**src/rtl/mix_pkg.sv**
```systemverilog
// mix_pkg
//   Shared types and constants for the master-buffer mixing path.
//   - SAMPLE_BITS / VOLUME_BITS : default sample and volume widths
//   - FREQ_RES_BITS            : phase-accumulator resolution used by the tone sources
//   - M_BUF_LEN                : master playback buffer depth
//   - mix_state_t              : sequencer states
//   - sat16()                  : clamp a wide signed value to 16 bits
package mix_pkg;

    localparam int SAMPLE_BITS   = 16;
    localparam int VOLUME_BITS   = 8;
    localparam int FREQ_RES_BITS = 24;
    localparam int M_BUF_LEN     = 256;

    typedef enum logic [1:0] {
        S_IDLE  = 2'd0,
        S_REQ   = 2'd1,
        S_ACC   = 2'd2,
        S_WRITE = 2'd3
    } mix_state_t;

    function automatic logic signed [15:0] sat16(input logic signed [31:0] v);
        if (v > 32'sd32767)
            return 16'sh7FFF;
        else if (v < -32'sd32768)
            return 16'sh8000;
        else
            return v[15:0];
    endfunction

endpackage

```
**src/rtl/mix_scheduler_if.sv**
```systemverilog
// mix_scheduler_if
//   Source handshake and master-buffer write bus of the mixing sequencer.
//   - src_req    : one-hot request, scheduler -> sources
//   - src_valid  : per-source response strobe, sources -> scheduler
//   - src_sample : packed signed samples, source i at [i*SAMPLE_BITS +: SAMPLE_BITS]
//   - buf_we / buf_addr / buf_wdata : master buffer write port
//   master modport = scheduler side, slave modport = sources + buffer side.
interface mix_scheduler_if #(
    parameter int NUM_SRC     = 4,
    parameter int SAMPLE_BITS = 16,
    parameter int ADDR_BITS   = 8
);
    logic [NUM_SRC-1:0]             src_req;
    logic [NUM_SRC-1:0]             src_valid;
    logic [NUM_SRC*SAMPLE_BITS-1:0] src_sample;
    logic                           buf_we;
    logic [ADDR_BITS-1:0]           buf_addr;
    logic [SAMPLE_BITS-1:0]         buf_wdata;

    modport master (
        output src_req, buf_we, buf_addr, buf_wdata,
        input  src_valid, src_sample
    );

    modport slave (
        input  src_req, buf_we, buf_addr, buf_wdata,
        output src_valid, src_sample
    );
endinterface

```
**src/rtl/mix_scale.sv**
```systemverilog
// mix_scale
//   Combinational signed-sample x unsigned-volume gain stage.
//   scaled = (sample * vol) >>> VW, so vol=0 mutes and full scale is (2^VW-1)/2^VW.
//   - sample : signed SW-bit input sample
//   - vol    : unsigned VW-bit gain
//   - scaled : signed SW+1-bit result (one guard bit, never overflows)
module mix_scale #(
    parameter int SW = 16,
    parameter int VW = 8
) (
    input  logic signed [SW-1:0] sample,
    input  logic        [VW-1:0] vol,
    output logic signed [SW:0]   scaled
);
    localparam int OW = SW + 1;

    // zero-extend the volume so the multiply stays signed without flipping its sign
    logic signed [SW+VW:0] prod;
    assign prod   = sample * $signed({1'b0, vol});
    assign scaled = OW'(prod >>> VW);
endmodule

```
**src/rtl/mix_scheduler.sv**
```systemverilog
// mix_scheduler
//   Per-sample mixing sequencer. On each sample_tick it polls every source in
//   turn, scales each returned sample by its latched volume, accumulates, and
//   writes the saturated sum into the master buffer WRITE_LAG behind play_index.
//   Ports:
//   - mclk, rst        : clock, synchronous active-high reset
//   - sample_tick      : one-cycle pulse starting a mixing pass
//   - play_index       : current master read index (latched at tick)
//   - src_enable       : per-source enable (disabled sources contribute 0)
//   - src_vol          : packed per-source volume (latched at tick)
//   - bus              : source handshake + buffer write port (master side)
//   - busy             : pass in progress
//   - underrun_flags   : sticky, source timed out
//   - overrun          : sticky, tick arrived while busy
//   - clear_flags      : clears the sticky flags (a same-cycle set wins)
module mix_scheduler #(
    parameter int NUM_SRC     = 4,
    parameter int SAMPLE_BITS = mix_pkg::SAMPLE_BITS,
    parameter int VOLUME_BITS = mix_pkg::VOLUME_BITS,
    parameter int BUF_LEN     = mix_pkg::M_BUF_LEN,
    parameter int ADDR_BITS   = $clog2(BUF_LEN),
    parameter int WRITE_LAG   = 1,
    parameter int TIMEOUT     = 16
) (
    input  logic                           mclk,
    input  logic                           rst,
    input  logic                           sample_tick,
    input  logic [ADDR_BITS-1:0]           play_index,
    input  logic [NUM_SRC-1:0]             src_enable,
    input  logic [NUM_SRC*VOLUME_BITS-1:0] src_vol,
    mix_scheduler_if.master                bus,
    output logic                           busy,
    output logic [NUM_SRC-1:0]             underrun_flags,
    output logic                           overrun,
    input  logic                           clear_flags
);
    import mix_pkg::*;

    localparam int IW    = (NUM_SRC > 1) ? $clog2(NUM_SRC) : 1;
    localparam int TW    = $clog2(TIMEOUT + 1);
    localparam int ACC_W = SAMPLE_BITS + $clog2(NUM_SRC) + 1;

    mix_state_t                     state_q, state_d;
    logic [IW-1:0]                  idx_q, idx_d;
    logic [TW-1:0]                  timer_q, timer_d;
    logic signed [ACC_W-1:0]        acc_q, acc_d;
    logic [ADDR_BITS-1:0]           base_q, base_d;
    logic [NUM_SRC*VOLUME_BITS-1:0] vol_q, vol_d;
    logic signed [SAMPLE_BITS-1:0]  sample_q, sample_d;
    logic [NUM_SRC-1:0]             req_q, req_d;
    logic                           we_q, we_d;
    logic [ADDR_BITS-1:0]           addr_q, addr_d;
    logic [SAMPLE_BITS-1:0]         wdata_q, wdata_d;
    logic [NUM_SRC-1:0]             und_q, und_d;
    logic                           ovr_q, ovr_d;

    // per-index selection of the source currently being serviced
    logic signed [SAMPLE_BITS-1:0]  sel_sample;
    logic [VOLUME_BITS-1:0]         sel_vol;
    logic                           sel_en;
    logic                           sel_valid;
    logic                           next_en;

    always_comb begin
        sel_sample = '0;
        sel_vol    = '0;
        sel_en     = 1'b0;
        sel_valid  = 1'b0;
        next_en    = 1'b0;
        for (int k = 0; k < NUM_SRC; k++) begin
            if (k == int'(idx_q)) begin
                sel_sample = bus.src_sample[k*SAMPLE_BITS +: SAMPLE_BITS];
                sel_vol    = vol_q[k*VOLUME_BITS +: VOLUME_BITS];
                sel_en     = src_enable[k];
                // a strobe only counts while our request is actually up
                sel_valid  = bus.src_valid[k] & req_q[k];
            end
            if (k == int'(idx_q) + 1)
                next_en = src_enable[k];
        end
    end

    logic signed [SAMPLE_BITS:0] scaled;
    logic signed [ACC_W-1:0]     acc_sum;

    mix_scale #(.SW(SAMPLE_BITS), .VW(VOLUME_BITS)) u_scale (
        .sample (sample_q),
        .vol    (sel_vol),
        .scaled (scaled)
    );

    assign acc_sum = acc_q + ACC_W'(scaled);

    always_comb begin
        state_d  = state_q;
        idx_d    = idx_q;
        timer_d  = timer_q;
        acc_d    = acc_q;
        base_d   = base_q;
        vol_d    = vol_q;
        sample_d = sample_q;
        req_d    = req_q;
        we_d     = 1'b0;
        addr_d   = addr_q;
        wdata_d  = wdata_q;
        und_d    = clear_flags ? '0 : und_q;
        ovr_d    = clear_flags ? 1'b0 : ovr_q;

        // ticks during a pass are dropped, only flagged
        if (sample_tick && state_q != S_IDLE)
            ovr_d = 1'b1;

        case (state_q)
            S_IDLE: begin
                if (sample_tick) begin
                    base_d   = play_index;
                    vol_d    = src_vol;
                    acc_d    = '0;
                    idx_d    = '0;
                    timer_d  = '0;
                    sample_d = '0;
                    // request is registered, so raise it on entry to REQ
                    req_d    = src_enable[0] ? NUM_SRC'(1) : '0;
                    state_d  = S_REQ;
                end
            end
            S_REQ: begin
                if (!sel_en) begin
                    req_d    = '0;
                    sample_d = '0;
                    state_d  = S_ACC;
                end else if (sel_valid) begin
                    req_d    = '0;
                    sample_d = sel_sample;
                    state_d  = S_ACC;
                end else if (timer_q == TW'(TIMEOUT - 1)) begin
                    req_d        = '0;
                    sample_d     = '0;
                    und_d[idx_q] = 1'b1;
                    state_d      = S_ACC;
                end else begin
                    timer_d = timer_q + 1'b1;
                    req_d   = NUM_SRC'(1) << idx_q;
                end
            end
            S_ACC: begin
                acc_d   = acc_sum;
                timer_d = '0;
                if (idx_q == IW'(NUM_SRC - 1)) begin
                    we_d    = 1'b1;
                    addr_d  = base_q - ADDR_BITS'(WRITE_LAG);
                    wdata_d = sat16(32'(acc_sum));
                    state_d = S_WRITE;
                end else begin
                    idx_d   = idx_q + 1'b1;
                    req_d   = next_en ? (NUM_SRC'(1) << (idx_q + 1'b1)) : '0;
                    state_d = S_REQ;
                end
            end
            S_WRITE: begin
                state_d = S_IDLE;
            end
            default: begin
                state_d = S_IDLE;
            end
        endcase
    end

    always_ff @(posedge mclk) begin
        if (rst) begin
            state_q  <= S_IDLE;
            idx_q    <= '0;
            timer_q  <= '0;
            acc_q    <= '0;
            base_q   <= '0;
            vol_q    <= '0;
            sample_q <= '0;
            req_q    <= '0;
            we_q     <= 1'b0;
            addr_q   <= '0;
            wdata_q  <= '0;
            und_q    <= '0;
            ovr_q    <= 1'b0;
        end else begin
            state_q  <= state_d;
            idx_q    <= idx_d;
            timer_q  <= timer_d;
            acc_q    <= acc_d;
            base_q   <= base_d;
            vol_q    <= vol_d;
            sample_q <= sample_d;
            req_q    <= req_d;
            we_q     <= we_d;
            addr_q   <= addr_d;
            wdata_q  <= wdata_d;
            und_q    <= und_d;
            ovr_q    <= ovr_d;
        end
    end

    assign bus.src_req     = req_q;
    assign bus.buf_we      = we_q;
    assign bus.buf_addr    = addr_q;
    assign bus.buf_wdata   = wdata_q;
    assign busy            = (state_q != S_IDLE);
    assign underrun_flags  = und_q;
    assign overrun         = ovr_q;
endmodule

```
**src/flat_wrapper.sv**
```systemverilog
// flat-port wrapper written by rule: the top's interface ports become plain ports
module mix_scheduler_flat import mix_pkg::*;
#(
    parameter int NUM_SRC     = 4,
    parameter int SAMPLE_BITS = mix_pkg::SAMPLE_BITS,
    parameter int VOLUME_BITS = mix_pkg::VOLUME_BITS,
    parameter int BUF_LEN     = mix_pkg::M_BUF_LEN,
    parameter int ADDR_BITS   = $clog2(BUF_LEN),
    parameter int WRITE_LAG   = 1,
    parameter int TIMEOUT     = 16
)
  (mclk, rst, sample_tick, play_index, src_enable, src_vol, busy, underrun_flags, overrun, clear_flags, bus_src_req, bus_buf_we, bus_buf_addr, bus_buf_wdata, bus_src_valid, bus_src_sample);
  mix_scheduler_if #(.NUM_SRC(NUM_SRC), .SAMPLE_BITS(SAMPLE_BITS), .ADDR_BITS(ADDR_BITS)) bus_i ();
  input  logic mclk;
  input  logic rst;
  input  logic sample_tick;
  input  logic [ADDR_BITS-1:0] play_index;
  input  logic [NUM_SRC-1:0] src_enable;
  input  logic [NUM_SRC*VOLUME_BITS-1:0] src_vol;
  output logic busy;
  output logic [NUM_SRC-1:0] underrun_flags;
  output logic overrun;
  input  logic clear_flags;
  output wire logic [$bits(bus_i.src_req)-1:0] bus_src_req;
  output wire logic [$bits(bus_i.buf_we)-1:0] bus_buf_we;
  output wire logic [$bits(bus_i.buf_addr)-1:0] bus_buf_addr;
  output wire logic [$bits(bus_i.buf_wdata)-1:0] bus_buf_wdata;
  input wire logic [$bits(bus_i.src_valid)-1:0] bus_src_valid;
  input wire logic [$bits(bus_i.src_sample)-1:0] bus_src_sample;
  assign bus_src_req = bus_i.src_req;
  assign bus_buf_we = bus_i.buf_we;
  assign bus_buf_addr = bus_i.buf_addr;
  assign bus_buf_wdata = bus_i.buf_wdata;
  assign bus_i.src_valid = bus_src_valid;
  assign bus_i.src_sample = bus_src_sample;
  mix_scheduler #(.NUM_SRC(NUM_SRC), .SAMPLE_BITS(SAMPLE_BITS), .VOLUME_BITS(VOLUME_BITS), .BUF_LEN(BUF_LEN), .ADDR_BITS(ADDR_BITS), .WRITE_LAG(WRITE_LAG), .TIMEOUT(TIMEOUT)) u_core (.mclk(mclk), .rst(rst), .sample_tick(sample_tick), .play_index(play_index), .src_enable(src_enable), .src_vol(src_vol), .bus(bus_i), .busy(busy), .underrun_flags(underrun_flags), .overrun(overrun), .clear_flags(clear_flags));
endmodule
```
**config.mk**
```make
export PLATFORM = sky130hd
export DESIGN_NAME = mix_scheduler_flat
export DESIGN_NICKNAME = d
export VERILOG_FILES = /design/src/rtl/mix_pkg.sv /design/src/rtl/mix_scheduler_if.sv /design/src/rtl/mix_scale.sv /design/src/rtl/mix_scheduler.sv /design/src/flat_wrapper.sv
export SDC_FILE = /design/constraint.sdc
export NUM_CORES = 1
export LEC_CHECK = 0
export CAP_MARGIN = 40
export CORE_MARGIN = 2
export CORE_UTILIZATION = 55
export DETAILED_ROUTE_END_ITERATION = 10
export MAX_ROUTING_LAYER = met4
export PLACE_DENSITY_LB_ADDON = 0.25
export SLEW_MARGIN = 0
export SYNTH_ARGS = -nofsm -noshare
export SYNTH_HDL_FRONTEND = slang
export SYNTH_SLANG_ARGS = --single-unit
```
**constraint.sdc**
```tcl
create_clock -name mclk -period 12.9 [get_ports mclk]
set_input_delay 1.935 -clock mclk [delete_from_list [all_inputs] [get_ports mclk]]
set_output_delay 1.935 -clock mclk [all_outputs]
set_load 0.1 [all_outputs]
```
==> results by group <==
Run status
  • Outcome: finished, final reports clean

Logic synthesis
  • Synthesized Nets: 1635
  • Synthesized cell area: 0.0110 mm²
  • Top FF cell, synth: dfxtp_1
  • Count of cell types in the netlist: 73
  • Yosys reg bits: 118
  • Ys Warns: 0
  • Sequential fraction of the synthesis area: 21.6%
  • Synth async-reset ratio: 0%
  • Adder-Cell Fraction of Synth Area: 27.9%
  • Mux contribution to synthesized area: 0.0914%
  • Post-synthesis compound-gate area fraction: 18.8%
  • Synthesized instance count: 1336
  • Synth Area in Simple Gates: 19.4%
  • Post-synth EDFFs: 0
  • Post-synthesis xor/xnor area fraction: 3.44%
  • Mapped Avg Cell Area: 8.20 µm²
  • Largest family of logic cells by synthesized area: adder cells

Cells and area
  • Layout Nets: 1773
  • Fillers: 1526
  • Area delta synth->final: 24.5%
  • Ant. Diodes: 0
  • Most common cell after layout, fill and taps aside: nand2_1
  • Layout cells sized above 1: 8.54%
  • Commonest cells after routing, fill and taps aside: nand2_1, clkdlybuf4s50_1, inv_1
  • Post-layout util: 69.9%

Global route
  • Vias in the first global route: 10100
  • Antenna violations before repair: 0
  • Largest net degree at the start of global routing: 67
  • First-pass GRT wire length: 51100 µm
  • GRT Total Usage: 30.7%
  • Total grt overflow: 0

Worst hold path
  • Hold_sp: u_core.vol_q[21]
  • Hold Path Cell Cnt: 2
  • Hold Crit Endpoint: u_core.vol_q[21]
  • Hold Path Class: flip-flop to flip-flop

Placement
  • IO buf count: 150
  • Gp weighted congestion: 0.923
  • Detailed placer's ending HPWL: 23000 µm

Floorplan
  • CORE AREA: 0.0195 mm²
  • Die Area: 0.0211 mm²
  • Row count: 51
  • Chip Width: 145 µm
  • Ports: 151
  • Initial Utilization: 56.1%
  • Die Ht: 145 µm

Timing
  • Total negative slack: 0 ns
  • Final Hold Fails: 0
  • Max-slew violation count: 0
  • Slew of the pin with the lowest slew margin: 0.912 ns
  • Count of final setup violators: 0
  • RSZ-0062 raised after global routing: no
  • Relative max-transition margin: 39.2%
  • Clock Skew: 0.0156 ns
  • Fmax: 102 MHz
  • Crit share post-route: 76.0%
  • Crit path time final: 9.80 ns

Setup path
  • Critical Path RT: 13.20 ns
  • Critical register-to-register path endpoint: u_core.bus.buf_wdata[6]
  • Critical Path Sink Type: flip-flop
  • R2r worst-path depth: 32
  • Largest fanout on the critical path: 44
  • CP max-delay cell: and3_1
  • Crit Path Class: flip-flop to flip-flop
  • CP Depth: 32
  • CP most frequent cell: fa_1
  • Worst r2r src: u_core.idx_q[1]
  • Slowest stage delay, CP: 0.71 ns
  • CP delay by family, top: adder cells
  • Origin of the worst setup path: u_core.idx_q[1]
  • Critical Path Source Type: flip-flop
  • Buf+Inv Stages, Crit Path: 5
  • Worst EP arrival: 10.11 ns
  • Register-to-register setup slack: 3.10 ns

Detailed routing
  • Post-Route WL: 30700 µm
  • DRC viols: 0
  • Drt pass-1 iters: 5
  • Initial DRC count: 629
  • Routed via count: 9869
  • Antenna viol nets, final: 0
  • Via-to-Cell Ratio: 5.63
  • Wire per inst: 17.5 µm

CTS
  • Resized Gates After CTS: 0
  • # hold bufs at CTS: 0
  • Worst skew pair latency: 0.42 ns
  • Post-CTS setup buffers: 0
  • Reg clk slew, reported paths: 0.06 ns
  • H-tree level count: 4
  • CTS tree: yes
  • Root buffer cell: clkbuf_16
  • CTS Buf Count: 17
  • Clock buffer depth: 2
  • CTS sink cnt: 118

Run
  • Max_cap viols: 0

Power and ir drop
  • LEAKAGE: 6.01 nW
  • Max rail drop VDD: 154 µV
  • Pwr dens: 88.6 mW/mm²
## worst max path at each step
stage                     slack [ns]                       to
after floorplan                 4.56  u_core.bus.buf_wdata[9]
after global placement          3.22  u_core.bus.buf_wdata[1]
after detailed placement        3.29  u_core.bus.buf_wdata[6]
after CTS                       3.16  u_core.bus.buf_wdata[6]
after global routing            2.39  u_core.bus.buf_wdata[6]
final                           3.10  u_core.bus.buf_wdata[6]
## power by group
part / internal, mW / switching [mW] / total, mW
Combinational: 0.122 / 0.220 / 0.342
Clock: 0.266 / 0.190 / 0.456
Sequential: 0.390 / 0.0202 / 0.410
Total: 0.779 / 0.431 / 1.21
## cell type report
type / count / area [µm²] / share of cell area, %
clock inverter: 14 / 125 / 0.917
clock buffer: 18 / 429 / 3.15
timing repair buffer: 200 / 2220 / 16.3
multi-input combinational: 993 / 7630 / 56.0
inverter: 144 / 541 / 3.96
tap: 265 / 332 / 2.43
sequential: 118 / 2360 / 17.3
## cells in the mapped netlist, types with 10 or more instances
master	instances	share of area [%]
nor2b_1	42	2.4
nor2_1	121	4.1
fa_1	102	19
ha_1	81	9.3
nor3_1	28	1.3
and2_1	28	1.6
nand2_1	202	6.9
inv_1	143	4.9
a311oi_2	11	1.5
a22oi_1	23	1.6
dfxtp_1	118	22
xnor2_1	29	2.3
a21oi_1	126	5.8
o21ai_0	30	1.4
clkbuf_1	54	1.9
a221o_1	16	1.5
nand3_1	14	0.64
xor2_1	14	1.1
and3_1	10	0.57
## worst register-to-register path: cells and delay by family (launching register included)
kind            cells  cell delay, ns
compound gates     11            2.82
xor+xnor            1            0.21
flops               1            0.46
fa+ha+maj           7            3.01
buf+inv             5            0.86
simple gates        8            2.31
## sequential cells by signal, indices dropped and copies added (netlist names)
name                   count
u_core.acc_q              19
u_core.bus.buf_we          1
u_core.vol_q              32
u_core.underrun_flags      4
u_core.overrun             1
u_core.bus.buf_addr        8
u_core.timer_q             5
u_core.sample_q           16
u_core.bus.buf_wdata      16
u_core.base_q              8
u_core.bus.src_req         4
u_core.state_q             2
u_core.idx_q               2
## logic make-up after synthesis
family | after synthesis
XOR/XNOR | 43
flip-flops | 118
AO/OA/AOI/OAI | 295
buffers and inverters | 225
AND/OR/NAND/NOR | 471
multiplexers | 1
adder cells (fa/ha/maj) | 183
## per-stage QoR
step | instance area [µm²] | std cells | total power, mW | hold WS, ns | setup WS (ns)
after floorplan | 11000 | 1336 | 0.632 | 0.437 | 4.56
after global placement | 12400 | 1681 | 0.734 | 0.443 | 3.22
after detailed placement | 13100 | 1720 | 0.754 | 0.447 | 3.29
after CTS | 13600 | 1752 | 1.21 | 0.455 | 3.16
after global routing | 13600 | 1752 | 1.26 | 0.469 | 2.39
final | 13600 | 1752 | 1.21 | 0.454 | 3.10
## layer usage
layer / routed length (µm) / GRT usage [%]
met1: 13300 / 39.0
met2: 14900 / 50.1
met3: 1860 / 5.53
met4: 705 / 9.75
met5: 0 / -
Note: power is estimated with default switching activity, not from simulation.
